==> config.mk <==
export PLATFORM = sky130hd
export DESIGN_NAME = mem_port_arbiter_flat
export DESIGN_NICKNAME = d
export VERILOG_FILES = /design/src/rtl/mem_port_arbiter_pkg.sv /design/src/rtl/mem_port_arbiter_if.sv /design/src/rtl/mem_port_arbiter.sv /design/src/flat_wrapper.sv
export SDC_FILE = /design/constraint.sdc
export NUM_CORES = 1
export LEC_CHECK = 0
export ABC_AREA = 1
export BUFFER_PORTS_ARGS = -buffer_cell sky130_fd_sc_hd__buf_2
export CAP_MARGIN = 20
export CORE_ASPECT_RATIO = 1.5
export CORE_MARGIN = 2
export CORE_UTILIZATION = 30
export DETAILED_ROUTE_END_ITERATION = 12
export PLACE_DENSITY = 0.57
export RECOVER_POWER = 50
export SYNTH_ARGS = -nofsm -noshare
export SYNTH_HDL_FRONTEND = slang
export SYNTH_SLANG_ARGS = --single-unit
==> constraint.sdc <==
create_clock -name clk -period 2.5 [get_ports clk]
set_clock_uncertainty 0.05 [all_clocks]
set_input_delay 0.125 -clock clk [delete_from_list [all_inputs] [get_ports clk]]
set_output_delay 0.125 -clock clk [all_outputs]
set_load 0.01 [all_outputs]
==> src/rtl/mem_port_arbiter_pkg.sv <==
// Shared definitions for the instruction/data memory port arbiter of the
// multi-cycle RV32 core.
package mem_port_arbiter_pkg;

  typedef enum logic [1:0] {
    IDLE   = 2'b00,
    ACCESS = 2'b01,
    WAIT   = 2'b10,
    RESP   = 2'b11
  } arb_state_t;

  localparam logic PORT_IF = 1'b0;
  localparam logic PORT_D  = 1'b1;

  localparam int MEM_LAT_MIN = 1;
  localparam int MEM_LAT_MAX = 15;
  localparam int CNT_W       = 4;

endpackage

==> src/rtl/mem_port_arbiter_if.sv <==
// Requester and memory-macro signals of the memory port arbiter, grouped so
// the arbiter sees a slave view and the core/memory side a master view.
interface mem_port_arbiter_if #(
  parameter int AW = 6,
  parameter int DW = 32
);

  logic          if_req;
  logic [AW-1:0] if_addr;
  logic          if_ack;
  logic [DW-1:0] if_rdata;

  logic          d_req;
  logic          d_we;
  logic [AW-1:0] d_addr;
  logic [DW-1:0] d_wdata;
  logic          d_ack;
  logic [DW-1:0] d_rdata;

  logic          mem_en;
  logic          mem_we;
  logic [AW-1:0] mem_addr;
  logic [DW-1:0] mem_wdata;
  logic [DW-1:0] mem_rdata;

  logic          busy;

  modport slave (
    input  if_req, if_addr, d_req, d_we, d_addr, d_wdata, mem_rdata,
    output if_ack, if_rdata, d_ack, d_rdata,
    output mem_en, mem_we, mem_addr, mem_wdata, busy
  );

  modport master (
    output if_req, if_addr, d_req, d_we, d_addr, d_wdata, mem_rdata,
    input  if_ack, if_rdata, d_ack, d_rdata,
    input  mem_en, mem_we, mem_addr, mem_wdata, busy
  );

endinterface

==> src/rtl/mem_port_arbiter.sv <==
// Round-robin arbiter sharing one fixed-latency single-port memory between
// instruction fetch and load/store; every output comes straight from a flop.
module mem_port_arbiter
  import mem_port_arbiter_pkg::*;
#(
  parameter int AW      = 6,
  parameter int DW      = 32,
  parameter int MEM_LAT = 1
) (
  input  logic              clk,
  input  logic              rst_n,
  mem_port_arbiter_if.slave bus
);

  if (MEM_LAT < MEM_LAT_MIN || MEM_LAT > MEM_LAT_MAX) begin : g_bad_lat
    $error("mem_port_arbiter: MEM_LAT out of range 1..15");
  end

  localparam logic [CNT_W-1:0] CNT_LOAD = CNT_W'(MEM_LAT - 1);

  arb_state_t       state, state_nx;
  logic [CNT_W-1:0] cnt, cnt_nx;
  logic             last_grant, last_grant_nx;
  logic             gnt_port, gnt_port_nx;
  logic             lat_we, lat_we_nx;
  logic             grant_sel;

  logic             mem_en_q, mem_en_nx;
  logic             mem_we_q, mem_we_nx;
  logic [AW-1:0]    mem_addr_q, mem_addr_nx;
  logic [DW-1:0]    mem_wdata_q, mem_wdata_nx;
  logic             if_ack_q, if_ack_nx;
  logic             d_ack_q, d_ack_nx;
  logic [DW-1:0]    if_rdata_q, if_rdata_nx;
  logic [DW-1:0]    d_rdata_q, d_rdata_nx;
  logic             busy_q;

  always_comb begin
    state_nx      = state;
    cnt_nx        = cnt;
    last_grant_nx = last_grant;
    gnt_port_nx   = gnt_port;
    lat_we_nx     = lat_we;
    grant_sel     = PORT_IF;
    mem_en_nx     = 1'b0;
    mem_we_nx     = 1'b0;
    mem_addr_nx   = mem_addr_q;
    mem_wdata_nx  = mem_wdata_q;
    if_ack_nx     = 1'b0;
    d_ack_nx      = 1'b0;
    if_rdata_nx   = if_rdata_q;
    d_rdata_nx    = d_rdata_q;

    unique case (state)
      IDLE: begin
        if (bus.if_req || bus.d_req) begin
          // Only a contested grant moves the fairness pointer
          if (bus.if_req && bus.d_req) begin
            grant_sel     = (last_grant == PORT_IF) ? PORT_D : PORT_IF;
            last_grant_nx = grant_sel;
          end else begin
            grant_sel = bus.d_req ? PORT_D : PORT_IF;
          end
          gnt_port_nx = grant_sel;
          if (grant_sel == PORT_D) begin
            lat_we_nx    = bus.d_we;
            mem_addr_nx  = bus.d_addr;
            mem_wdata_nx = bus.d_wdata;
          end else begin
            lat_we_nx   = 1'b0;
            mem_addr_nx = bus.if_addr;
          end
          mem_en_nx = 1'b1;
          mem_we_nx = lat_we_nx;
          state_nx  = ACCESS;
        end
      end
      ACCESS: begin
        cnt_nx   = CNT_LOAD;
        state_nx = WAIT;
      end
      WAIT: begin
        if (cnt == '0) begin
          if (!lat_we) begin
            if (gnt_port == PORT_D) d_rdata_nx  = bus.mem_rdata;
            else                    if_rdata_nx = bus.mem_rdata;
          end
          if (gnt_port == PORT_D) d_ack_nx  = 1'b1;
          else                    if_ack_nx = 1'b1;
          state_nx = RESP;
        end else begin
          cnt_nx = cnt - CNT_W'(1);
        end
      end
      RESP: begin
        state_nx = IDLE;
      end
      default: state_nx = IDLE;
    endcase
  end

  always_ff @(posedge clk or negedge rst_n) begin
    if (!rst_n) begin
      state       <= IDLE;
      cnt         <= '0;
      last_grant  <= PORT_IF;
      gnt_port    <= PORT_IF;
      lat_we      <= 1'b0;
      mem_en_q    <= 1'b0;
      mem_we_q    <= 1'b0;
      mem_addr_q  <= '0;
      mem_wdata_q <= '0;
      if_ack_q    <= 1'b0;
      d_ack_q     <= 1'b0;
      if_rdata_q  <= '0;
      d_rdata_q   <= '0;
      busy_q      <= 1'b0;
    end else begin
      state       <= state_nx;
      cnt         <= cnt_nx;
      last_grant  <= last_grant_nx;
      gnt_port    <= gnt_port_nx;
      lat_we      <= lat_we_nx;
      mem_en_q    <= mem_en_nx;
      mem_we_q    <= mem_we_nx;
      mem_addr_q  <= mem_addr_nx;
      mem_wdata_q <= mem_wdata_nx;
      if_ack_q    <= if_ack_nx;
      d_ack_q     <= d_ack_nx;
      if_rdata_q  <= if_rdata_nx;
      d_rdata_q   <= d_rdata_nx;
      busy_q      <= (state_nx != IDLE);
    end
  end

  assign bus.mem_en    = mem_en_q;
  assign bus.mem_we    = mem_we_q;
  assign bus.mem_addr  = mem_addr_q;
  assign bus.mem_wdata = mem_wdata_q;
  assign bus.if_ack    = if_ack_q;
  assign bus.d_ack     = d_ack_q;
  assign bus.if_rdata  = if_rdata_q;
  assign bus.d_rdata   = d_rdata_q;
  assign bus.busy      = busy_q;

endmodule

==> src/flat_wrapper.sv <==
// flat-port wrapper written by rule: the top's interface ports become plain ports
module mem_port_arbiter_flat import mem_port_arbiter_pkg::*;
#(
  parameter int AW      = 6,
  parameter int DW      = 32,
  parameter int MEM_LAT = 1
)
  (clk, rst_n, bus_if_req, bus_if_addr, bus_d_req, bus_d_we, bus_d_addr, bus_d_wdata, bus_mem_rdata, bus_if_ack, bus_if_rdata, bus_d_ack, bus_d_rdata, bus_mem_en, bus_mem_we, bus_mem_addr, bus_mem_wdata, bus_busy);
  mem_port_arbiter_if #(.AW(AW), .DW(DW)) bus_i ();
  input  logic clk;
  input  logic rst_n;
  input wire logic [$bits(bus_i.if_req)-1:0] bus_if_req;
  input wire logic [$bits(bus_i.if_addr)-1:0] bus_if_addr;
  input wire logic [$bits(bus_i.d_req)-1:0] bus_d_req;
  input wire logic [$bits(bus_i.d_we)-1:0] bus_d_we;
  input wire logic [$bits(bus_i.d_addr)-1:0] bus_d_addr;
  input wire logic [$bits(bus_i.d_wdata)-1:0] bus_d_wdata;
  input wire logic [$bits(bus_i.mem_rdata)-1:0] bus_mem_rdata;
  output wire logic [$bits(bus_i.if_ack)-1:0] bus_if_ack;
  output wire logic [$bits(bus_i.if_rdata)-1:0] bus_if_rdata;
  output wire logic [$bits(bus_i.d_ack)-1:0] bus_d_ack;
  output wire logic [$bits(bus_i.d_rdata)-1:0] bus_d_rdata;
  output wire logic [$bits(bus_i.mem_en)-1:0] bus_mem_en;
  output wire logic [$bits(bus_i.mem_we)-1:0] bus_mem_we;
  output wire logic [$bits(bus_i.mem_addr)-1:0] bus_mem_addr;
  output wire logic [$bits(bus_i.mem_wdata)-1:0] bus_mem_wdata;
  output wire logic [$bits(bus_i.busy)-1:0] bus_busy;
  assign bus_i.if_req = bus_if_req;
  assign bus_i.if_addr = bus_if_addr;
  assign bus_i.d_req = bus_d_req;
  assign bus_i.d_we = bus_d_we;
  assign bus_i.d_addr = bus_d_addr;
  assign bus_i.d_wdata = bus_d_wdata;
  assign bus_i.mem_rdata = bus_mem_rdata;
  assign bus_if_ack = bus_i.if_ack;
  assign bus_if_rdata = bus_i.if_rdata;
  assign bus_d_ack = bus_i.d_ack;
  assign bus_d_rdata = bus_i.d_rdata;
  assign bus_mem_en = bus_i.mem_en;
  assign bus_mem_we = bus_i.mem_we;
  assign bus_mem_addr = bus_i.mem_addr;
  assign bus_mem_wdata = bus_i.mem_wdata;
  assign bus_busy = bus_i.busy;
  mem_port_arbiter #(.AW(AW), .DW(DW), .MEM_LAT(MEM_LAT)) u_core (.clk(clk), .rst_n(rst_n), .bus(bus_i));
endmodule
# Yosys cells after proc, flatten, opt, wreduce, memory -nomap -nowiden
# Index checks and enable logic that the tools add are counted.
dict set report totals {
  regBits 116
  output_inout_bits 107
}
dict set report classes {
  addsub 1
  eq_ne 4
  muxes 22
  n_bitwise 2
  n_reduce_logical 12
}
# cell count
set op_table {}
lappend op_table {{2-to-1 mux 1 bit} 16}
lappend op_table {{one-hot mux 2 bit (4 select lines)} 1}
lappend op_table {{one-hot mux 4 bit (2 select lines)} 1}
lappend op_table {{AND reduction 4 bit} 2}
lappend op_table {{2-to-1 mux 6 bit} 1}
lappend op_table {{AND reduction 3 bit} 2}
lappend op_table {{== test 2 bit (second input constant)} 2}
lappend op_table {{logical NOT 4 bit} 1}
lappend op_table {{2-to-1 mux 2 bit} 2}
lappend op_table {{2-to-1 mux 4 bit} 1}
lappend op_table {{AND reduction 2 bit} 2}
lappend op_table {{nonzero test 2 bit} 2}
lappend op_table {{subtractor 4 x 1 -> 4 bit (second input constant)} 1}
lappend op_table {{== test 2 x 1 -> 1 bit (second input constant)} 1}
lappend op_table {{logical NOT 2 bit} 1}
lappend op_table {{inequality test 2 bit (second input constant)} 1}
lappend op_table {{inverter 1 bit} 2}
lappend op_table {{logical AND 1 bit} 1}
lappend op_table {{logical OR 1 bit} 1}

# Depth between registers and ports, before layout
# Gate-level depths: netlist of the first run.
dict set report depth {
  depth_word 7
  mapped_depth 9
  mapped_depth_nobuf 7
}

# Worst setup path after synthesis of the first run
# Ideal clock, no wire load.
dict set report synth_timing {
  path_type {reg2reg}
  from {register u_core.state[0]}
  to {register u_core.d_rdata_q[10], in the netlist u_core.bus.d_rdata[10]}
  setup_ns 0.118
  arrival_time_ns 1.350
  path_slack_ns 0.982
  path_stages_with_launch 10
  n_path_buf 2
  path_cell_list {dfrtp_1 inv_1 ha_1 buf_4 inv_2 nor2_2 nand3_4 buf_6 nand2_2 o21ai_2}
}
dict set report synth_via {
  elab_chain_len 2
}
# item line
set synth_rtl {}
lappend synth_rtl {{from (decl)} mem_port_arbiter.sv:21} ;# arb_state_t state, state_nx;
lappend synth_rtl {{from (signal assigned)} mem_port_arbiter.sv:119} ;# state <= state_nx;
lappend synth_rtl {{== test 2 bit} mem_port_arbiter.sv:54} ;# unique case (state)
lappend synth_rtl {{AND reduction 4 bit (no line)} --}
lappend synth_rtl {{to (signal assigned)} mem_port_arbiter.sv:131} ;# d_rdata_q <= d_rdata_nx;
lappend synth_rtl {{to (decl)} mem_port_arbiter.sv:35} ;# logic [DW-1:0] d_rdata_q, d_rdata_nx;
# No other way between the ends.
# A chain may end at the register's enable or synchronous reset.

# Final worst setup path of the first run
dict set report layout_timing {
  from {register u_core.state[0]}
  to {register u_core.mem_addr_q[0], in the netlist u_core.bus.mem_addr[0]}
}
dict set report layout_via {
  elab_chain_len 2
}
# item line
set layout_rtl {}
lappend layout_rtl {{logical NOT 2 bit} mem_port_arbiter.sv:54}
lappend layout_rtl {{AND reduction 2 bit (no line)} --}
lappend layout_rtl {{to (signal assigned)} mem_port_arbiter.sv:126} ;# mem_addr_q <= mem_addr_nx;
lappend layout_rtl {{to (decl)} mem_port_arbiter.sv:30} ;# logic [AW-1:0] mem_addr_q, mem_addr_nx;
# No other way between the ends.

==> results.cfg, run 1 <==
[status]
status = complete, but fails checks
violations = max-capacitance violations, max-slew violations

[setup_path]
worstPathMaxFanout = 15
crit_type = reg -> reg
cpMaxStageDelayCell = dlygate4sd3_1
cp.arrival_ns = 2.33
max_stage_delay_ns = 0.57
start_kind = flop
path_common_cell = inv_1
crit_path_end_kind = flop
critPathRequiredTime_ns = 2.78
cp_cell_sequence = inv_1 -> ha_1 -> inv_1 -> nor2_4 -> nor2_1 -> a31oi_1 -> dlygate4sd3_1

[route]
ant_nets = 0
routedWlPerCell_um = 13.32
drt_iter0_drc = 187
drc = 0
vias_per_cell = 4.361
routed-via-count = 4239
drt-total-wl_um = 12950
dr.pass1.iters = 4

[place]
port-buffer-count = 187
place.gp.congestion = 0.7575
dp_hpwl_um = 8603

[global_routing]
grt_pass1_wl_um = 20630
track_usage_pct = 14.68
overflow = 0
grt_pass1_vias = 4314
grt_max_degree = 54
antenna_found_initial = 0

[timing]
hold_violations = 0
fin_tns_setup_ns = 0
rsz0062_at_grt = no
worstMarginPinSlew_ns = 1.584
slew_viol_final = 28
setup_violations = 0
maxSlewHeadroom_pct = -5.570
clock.fmax_ghz = 0.4870
fin_crit_sh_pct = 82.14
layout_min_cycle_time_ns = 2.054

[pwr]
p_total_mw = 9.530
p_leak_nw = 3.632
ir_drop_uv = 453.5
powerDensity_nw_per_um2 = 1286

[synthesis]
synth_edf_count = 0
synthCells = 482
synth-seq-cells = 116
ys_warn_count = 0
synth_top_area_share_pct = 57.67
syn-num-nets = 568
synth_area_leaders = dfrtp_1, o21ai_2, nand2_1, nand2_2, nand3_1
seq_area_frac_synth_pct = 57.67
avgSynthCellArea_um2 = 10.44
yosys_most_used_dff = dfrtp_1
yosys.area.top_type = dfrtp_1
netlist_area_um2 = 5034
async_flop_share_pct = 100.0
ys_types = 26

[die]
initial_core_util_pct = 30.29
die_x_um = 109.8
die_height_um = 162.6
std_cell_rows = 58
dieArea_um2 = 17850
ios = 188
core_region_area_um2 = 16620

[run]
drv_cap = 1

[clocking]
clk-insertion-delay-late_ns = 0.39
cts_tree = yes
postCtsSetupRepairBufs = 0
clk_pin_slew_ns = 0.05
clock_sinks = 116
ctsResizeCount = 0
clockRootBuffer = clkbuf_16
clock_path_buffers = 2
cts_made_buffers = 17
hold_buffers = 80
h-tree-depth = 4

[final_layout]
layout_commonest_cell = dfrtp_1
layout-drive-gt1-share_pct = 34.78
area_delta_synth_final_pct = 47.18
antenna_cells = 0
mostFrequentLayoutCells = dfrtp_1, nand2_1, buf_2
fin_util_pct = 44.58
layout.nets = 836

[min_path]
hold_class = reg -> reg
==> worst max-delay path: cells and delay by family (launching register included) <==
kind,cells,cell delay [ns]
compound gates,1,0.15
fa+ha+maj,1,0.24
buf+inv,3,0.79
flops,1,0.39
simple gates,2,0.37
==> final cells by class <==
| type | count | area (um^2) |
|---|---|---|
| inverter | 44 | 165.2 |
| tap | 210 | 262.8 |
| clock buffer | 21 | 470.5 |
| timing repair buffer | 274 | 1714 |
| multi-input combinational | 297 | 1763 |
| clock inverter | 10 | 130.1 |
| sequential | 116 | 2903 |
| fill | 1605 | 9210 |
==> registers in the layout, summed over array words and instances (netlist names) <==
| name | count |
|---|---|
| u_core.bus.mem_addr | 6 |
| u_core.bus.d_ack | 1 |
| u_core.bus.if_rdata | 32 |
| u_core.bus.mem_we | 1 |
| u_core.bus.mem_wdata | 32 |
| u_core.bus.if_ack | 1 |
| u_core.bus.d_rdata | 32 |
| u_core.bus.busy | 1 |
| u_core.bus.mem_en | 1 |
| u_core.gnt_port | 1 |
| u_core.lat_we | 1 |
| u_core.state | 2 |
| u_core.cnt | 4 |
| u_core.last_grant | 1 |
==> where the power goes <==
group	leakage [nW]	switching (mW)	internal [mW]
sequential	1.41	0.609	2.81
combinational	1.93	2.16	1.48
clock	0.294	0.843	1.63
total	3.63	3.61	5.92
==> Yosys cell counts, types with 2 or more instances <==
cell,number
ha_1,5
a31oi_1,6
nor2_1,12
nand2_2,58
inv_2,3
buf_4,3
o21ai_0,3
buf_6,12
o21ai_2,64
nand3_1,37
dfrtp_1,116
nand2_1,98
xnor2_1,2
clkbuf_1,3
buf_2,6
nor2_4,2
o22ai_1,2
inv_1,41
nand3_4,2
==> per-stage QoR <==
stage / std cells / hold WS [ns] / cell area (um^2) / worst slack [ns]
after floorplan: 482 / -0.2206 / 5034 / 0.9819
after global placement: 861 / 0.01526 / 6122 / 0.5688
after detailed placement: 861 / 0.02436 / 6122 / 0.5148
after CTS: 972 / 0.1397 / 7523 / 0.4465
after global routing: 972 / 0.4355 / 7408 / 0.1114
final: 972 / 0.4190 / 7408 / 0.4465
==> routing by layer <==
layer / vias up / routed length (um) / part of all wire [%] / global-route usage [%]
li1: 2072 / - / - / -
met1: 1973 / 5491 / 42 / 17.09
met2: 181 / 6335 / 49 / 24.89
met3: 13 / 918 / 7.1 / 4.642
met4: 0 / 205 / 1.6 / 5.581
met5: - / 0 / 0 / 0
==> path summary, 6_finish.rpt <==
path | startpoint | to | slack (ns) | cells after the start
setup reg to reg | u_core.state[0]$_DFF_PN0_ | u_core.bus.mem_addr[0]$_DFFE_PN0P_ | 0.45 | 7
max in group asynchronous | rst_n | u_core.bus.mem_wdata[10]$_DFFE_PN0P_ | 0.52 | 3
min in group asynchronous | rst_n | u_core.bus.if_rdata[10]$_DFFE_PN0P_ | 0.63 | 2
hold / removal | u_core.bus.mem_wdata[19]$_DFFE_PN0P_ | u_core.bus.mem_wdata[19]$_DFFE_PN0P_ | 0.42 | 2
setup / recovery | u_core.state[0]$_DFF_PN0_ | u_core.bus.mem_addr[0]$_DFFE_PN0P_ | 0.45 | 7
hold reg to reg | u_core.bus.mem_wdata[19]$_DFFE_PN0P_ | u_core.bus.mem_wdata[19]$_DFFE_PN0P_ | 0.42 | 2
==> logic make-up after synthesis <==
| logic type | share of synthesized area, % |
|---|---|
| and+or+nand+nor | 20.86 |
| DFF | 57.67 |
| AOI/OAI and AO/OA | 12.58 |
| buffers and inverters | 7.308 |
| adders and majority gates | 1.243 |
| xor gates and xnor gates | 0.3481 |
No activity file was read; power rests on OpenSTA's default activity.
==> run 2, diff against run 1 <==
--- a/config.mk
+++ b/config.mk
@@ -12,7 +12,7 @@
 export CORE_MARGIN = 2
 export CORE_UTILIZATION = 30
 export DETAILED_ROUTE_END_ITERATION = 12
-export PLACE_DENSITY = 0.57
+export PLACE_DENSITY = 0.59
 export RECOVER_POWER = 50
 export SYNTH_ARGS = -nofsm -noshare
 export SYNTH_HDL_FRONTEND = slang
==> constraint.sdc (replaced) <==
create_clock -name clk -period 1.7 [get_ports clk]
set_clock_uncertainty 0.05 [all_clocks]
set_input_delay 0.085 -clock clk [delete_from_list [all_inputs] [get_ports clk]]
set_output_delay 0.085 -clock clk [all_outputs]
set_load 0.01 [all_outputs]
==> run 2 against run 1 <==
Largest power group unchanged. Count of clock-buffer cells in the layout decreased by 4. Clock power increased by 42%. Flip-flop and latch count unchanged. Maximum frequency increased by 31%. Critical path type unchanged. Utilization increased by 0.81 points. The run now ends clean. Die area unchanged. Cell count increased by 0.62%. Critical endpoint is now u_core.bus.mem_addr[2]$_DFFE_PN0P_. Critical path depth increased by 1. Hold slack got worse by 0.029 ns. Register-to-register slack got worse by 0.31 ns.
==> results.cfg, run 2 (synthesized netlist as in run 1, its figures left out) <==
[route]
dr.pass1.iters = 4
drc = 0
drt-total-wl_um = 13390
drt_iter0_drc = 207
routed-via-count = 4257
vias_per_cell = 4.353
ant_nets = 0
routedWlPerCell_um = 13.69

[clocking]
cts_tree = yes
clk-insertion-delay-late_ns = 0.41
cts_made_buffers = 17
clock_path_buffers = 2
h-tree-depth = 4
clock_sinks = 116
clockRootBuffer = clkbuf_16
clk_pin_slew_ns = 0.06

[global_routing]
track_usage_pct = 15.92
antenna_found_initial = 0
grt_pass1_vias = 4610
grt_max_degree = 111
overflow = 0
grt_pass1_wl_um = 22100

[run]
drv_cap = 0

[timing]
slew_viol_final = 0
fin_crit_sh_pct = 91.95
layout_setup_ws_ns = 0.1368
setup_violations = 0
fin_hold_ws_ns = 0.3898
maxSlewHeadroom_pct = 29.80
layout_min_cycle_time_ns = 1.563
worstMarginPinSlew_ns = 1.053
hold_violations = 0
clock.fmax_ghz = 0.6397
fin_tns_setup_ns = 0

[die]
dieArea_um2 = 17850
std_cell_rows = 58
die_x_um = 109.8
core_region_area_um2 = 16620
initial_core_util_pct = 30.29
ios = 188
die_height_um = 162.6

[setup_path]
start_kind = flop
r2r_cells = 8
worstPathMaxFanout = 15
crit_type = reg -> reg
crit_path_end_kind = flop
rr_endpoint = u_core.bus.mem_addr[2]$_DFFE_PN0P_
cp.arrival_ns = 1.84
cp-startpoint = u_core.state[0]$_DFF_PN0_
critPathRequiredTime_ns = 1.98
timing.rr.start = u_core.state[0]$_DFF_PN0_
rrSetupSlack_ns = 0.14

[final_layout]
antenna_cells = 0
fin_util_pct = 45.38
fill_cells = 1582
layout-drive-gt1-share_pct = 40.23
layout_commonest_cell = buf_2
final_area_um2 = 7542
area_delta_synth_final_pct = 49.84
layout.nets = 842
mostFrequentLayoutCells = buf_2, dfrtp_1, nand2_1

[min_path]
min_path_cells = 4
worstHoldStart = bus_d_wdata[3]
holdPathEnd = u_core.bus.mem_wdata[3]$_DFFE_PN0P_
hold_class = in -> reg

[place]
place.gp.congestion = 0.8166
dp_hpwl_um = 8559
dp_slack_ns = 0.04987
postPlaceCellArea_um2 = 6202
port-buffer-count = 187

[pwr]
ir_drop_uv = 895.5
p_leak_nw = 3.784
powerDensity_nw_per_um2 = 1865

[status]
status = complete, no violations
[run 2: cell types whose count changed in the layout (fill, tap and decap cells not counted), moves of 4 or more]
cell / change
clkinv_4: +4
buf_2: +37
inv_6: +4
buf_12: +4
clkbuf_1: -38
[run 2: cell type report]
| type | instances | area, um^2 | area share [%] |
|---|---|---|---|
| Clock buffer | 17 | 425.4 | 5.640 |
| Inverter | 44 | 165.2 | 2.190 |
| Clock inverter | 14 | 155.1 | 2.057 |
| Sequential cell | 116 | 2903 | 38.49 |
| Timing Repair Buffer | 280 | 1866 | 24.73 |
| Tap cell | 210 | 262.8 | 3.484 |
| Multi-Input combinational cell | 297 | 1765 | 23.41 |
[run 2: metrics by stage]
stage | std cells | power (mW)
6_report | 978 | 14.07
5_1_grt | 978 | 15.18
4_1_cts | 977 | 14.35
3_5_place_dp | 865 | 10.59
3_3_place_gp | 865 | 10.49
2_1_floorplan | 482 | 8.452
[run 2: worst max path at each step]
stage	to	slack, ns	cells after the start
after floorplan	u_core.bus.d_rdata[10]$_DFFE_PN0P_	0.18	9
after global placement	u_core.bus.if_rdata[20]$_DFFE_PN0P_	0.11	8
after detailed placement	u_core.bus.mem_addr[2]$_DFFE_PN0P_	0.05	7
after CTS	u_core.bus.mem_addr[2]$_DFFE_PN0P_	0.02	7
after global routing	u_core.bus.mem_addr[2]$_DFFE_PN0P_	-0.005	8
final	u_core.bus.mem_addr[2]$_DFFE_PN0P_	0.14	8
[run 2: critical path: stages, from the launching register on]
cell and delay, ns:
dfrtp_1 0.40, inv_1 0.09, buf_4 0.12, ha_1 0.26, inv_1 0.11, nor2_4 0.11
buf_12 0.14, nor2_1 0.04, a31oi_1 0.15
[run 2: report_power, final]
| part | switching [mW] | total, mW | internal, mW |
|---|---|---|---|
| Sequential | 0.880 | 5.00 | 4.12 |
| Combinational | 3.16 | 5.53 | 2.37 |
| Clock | 1.36 | 3.53 | 2.17 |
| Total | 5.40 | 14.1 | 8.66 |
[run 2: repair_timing]
item,CTS,global route
hold endpoints to repair,222,0
endpoints found under the setup margin,0,40
hold buffers,81,0
gates resized for setup,0,2
setup buffers,0,1
[run 2: layer usage]
metal	part of all wire, %	wire length, um	track usage (%)	up-vias
li1	-	-	-	2076
met1	38	5141	17.69	1998
met2	53	7127	28.06	165
met3	6.5	872	4.802	18
met4	1.8	247	6.099	0
met5	0	0	0	-
==> run 3, diff against run 2 <==
--- a/config.mk
+++ b/config.mk
@@ -5,15 +5,15 @@
 export SDC_FILE = /design/constraint.sdc
 export NUM_CORES = 1
 export LEC_CHECK = 0
-export ABC_AREA = 1
 export BUFFER_PORTS_ARGS = -buffer_cell sky130_fd_sc_hd__buf_2
 export CAP_MARGIN = 20
 export CORE_ASPECT_RATIO = 1.5
 export CORE_MARGIN = 2
 export CORE_UTILIZATION = 30
 export DETAILED_ROUTE_END_ITERATION = 12
-export PLACE_DENSITY = 0.59
+export PLACE_DENSITY = 0.6
 export RECOVER_POWER = 50
+export SKIP_LAST_GASP = 1
 export SYNTH_ARGS = -nofsm -noshare
 export SYNTH_HDL_FRONTEND = slang
 export SYNTH_SLANG_ARGS = --single-unit
==> run 3 against run 2 <==
The run now ends with negative setup slack left. Cell count decreased by 17%. Register-to-register slack got worse by 0.34 ns. Combinational power increased by 16%. Flip-flop and latch count did not move. Sequential power is 2% lower. Worst setup slack worse by 0.34 ns.
==> results.cfg, run 3 <==
[setup_path]
timing.rr.start = u_core.state[1]$_DFF_PN0_
crit_path_end_kind = flop
worstPathMaxFanout = 8
start_kind = flop
rr_endpoint = u_core.bus.d_rdata[26]$_DFFE_PN0P_
r2r_cells = 7
crit_type = reg -> reg
cp.arrival_ns = 2.13
rrSetupSlack_ns = -0.20
critPathRequiredTime_ns = 1.92

[synthesis]
async_flop_share_pct = 100.0
yosys_most_used_dff = dfrtp_1
synth_top_area_share_pct = 62.65
synthCells = 288
synth_edf_count = 0
avgSynthCellArea_um2 = 16.09
syn-num-nets = 374
seq_area_frac_synth_pct = 62.65
ys_warn_count = 0
synth_commonest_cells = dfrtp_1, mux2_2, mux2_4
netlist_area_um2 = 4633
synth.most_common_cell = dfrtp_1
ys_types = 35
synth-seq-cells = 116
yosys.area.top_type = dfrtp_1
synth_area_leaders = dfrtp_1, mux2_2, mux2_4, mux2_1, ha_1

[final_layout]
fin_util_pct = 51.08
area_delta_synth_final_pct = 66.14
final_area_um2 = 7697
antenna_cells = 0
layout_commonest_cell = buf_2
mostFrequentLayoutCells = buf_2, dfrtp_1, dlygate4sd3_1
layout.nets = 686
layout-drive-gt1-share_pct = 58.99
fill_cells = 1286

[route]
ant_nets = 0
routedWlPerCell_um = 15.78
drt-total-wl_um = 12790
dr.pass1.iters = 4
drc = 0
vias_per_cell = 4.358
routed-via-count = 3534
drt_iter0_drc = 94

[die]
core_region_area_um2 = 15070
std_cell_rows = 55
initial_core_util_pct = 30.74
ios = 188
dieArea_um2 = 16470
die_x_um = 105.5
die_height_um = 156.2

[min_path]
hold_class = in -> async

[pwr]
ir_drop_uv = 710.7
p_total_mw = 14.48
p_leak_nw = 3.831
powerDensity_nw_per_um2 = 1881

[clocking]
clock_path_buffers = 2
clk_pin_slew_ns = 0.06
cts_made_buffers = 17
cts_tree = yes
clockRootBuffer = clkbuf_16
clk-insertion-delay-late_ns = 0.40
clock_sinks = 116
h-tree-depth = 4

[timing]
layout_min_cycle_time_ns = 1.903
worstMarginPinSlew_ns = 0.7053
slew_viol_final = 0
layout_setup_ws_ns = -0.2034
setup_violations = 64
fin_hold_ws_ns = 0.2412
rsz0062_at_grt = yes
fin_crit_sh_pct = 112.0
clock.fmax_ghz = 0.5254
maxSlewHeadroom_pct = 52.98
hold_violations = 0

[global_routing]
antenna_found_initial = 0
overflow = 0
track_usage_pct = 15.67
grt_pass1_vias = 3979
grt_max_degree = 65
grt_pass1_wl_um = 20280

[place]
dp_slack_ns = -0.2908
port-buffer-count = 187
dp_hpwl_um = 7714
postPlaceCellArea_um2 = 5979
place.gp.congestion = 0.7000

[status]
status = complete, but fails checks
violations = negative setup slack

[run]
drv_cap = 0
==> run 3: changes by cell type after synthesis, sizes merged, moves of 6 or more <==
cell and delta:
a21oi +7, a31oi -6, buf -12, inv -39
mux2 +96, mux2i +6, nand2 -153, nand3 -38
o21ai -59
==> run 3: final cells by class <==
type / count / area [um^2] / share of cell area (%)
timing repair buffer: 304 / 2203 / 28.62
multi-input combinational: 156 / 1803 / 23.42
clock buffer: 21 / 460.4 / 5.982
clock inverter: 10 / 60.06 / 0.7802
inverter: 5 / 18.77 / 0.2438
sequential: 116 / 2903 / 37.71
tap: 199 / 249.0 / 3.235
==> run 3: power by group <==
group	internal [mW]	switching [mW]	total [mW]
sequential	4.15	0.764	4.91
combinational	3.80	2.64	6.44
clock	1.91	1.22	3.13
==> run 3: cells by family (layout without fill, tap and decap cells) <==
logic type      count (synthesis)  count (layout)  synth area share [%]
compound gates                 20              20                 2.620
xor+xnor                        1               1                0.1891
fa+ha+maj                       5               5                 1.350
buf+inv                        16             340                 2.674
flops                         116             116                 62.65
mux                           102             102                 27.06
simple gates                   28              28                 3.457
==> run 3: worst max-delay path, cell delays in order, from the launching register on <==
cell and delay (ns):
dfrtp_1 0.41, ha_4 0.17, buf_6 0.11, and4bb_2 0.23, nand3b_1 0.16, buf_6 0.15, clkbuf_16 0.16, mux2_2 0.33
==> run 3: stage by stage <==
stage	setup TNS [ns]	cells
finish	-11.14	811
floorplan	-6.098	288
CTS	-14.58	810
global route	-16.66	811
detailed placement	-18.02	684
global placement	-14.11	684
==> run 3: worst max path at each step <==
stage	startpoint	endpoint	slack (ns)	cells past startpoint
finish	u_core.state[1]$_DFF_PN0_	u_core.bus.d_rdata[26]$_DFFE_PN0P_	-0.20	7
detailed placement	u_core.cnt[0]$_DFFE_PN0P_	u_core.bus.if_rdata[16]$_DFFE_PN0P_	-0.29	6
CTS	u_core.state[1]$_DFF_PN0_	u_core.bus.d_rdata[20]$_DFFE_PN0P_	-0.23	7
global route	u_core.state[0]$_DFF_PN0_	u_core.bus.d_rdata[7]$_DFFE_PN0P_	-0.26	8
global placement	u_core.state[1]$_DFF_PN0_	u_core.bus.d_rdata[10]$_DFFE_PN0P_	-0.23	6
floorplan	u_core.state[0]$_DFF_PN0_	u_core.bus.if_rdata[0]$_DFFE_PN0P_	-0.16	7
==> run 3: timing repair <==
action,4_1_cts,5_1_grt
hold buffers,80,0
buffers inserted,11,3
gates resized for setup,35,28
pin swaps,2,2
cloned,5,2
hold endpoints to repair,200,0
setup endpoints to repair,96,100
==> run 3: routing by layer <==
layer | GRT usage [%] | up-vias | wire length, um
li1 | - | 1635 | -
met1 | 17.07 | 1748 | 4959
met2 | 28.94 | 134 | 7020
met3 | 4.678 | 17 | 618
met4 | 4.825 | 0 | 195
met5 | 0 | - | 0
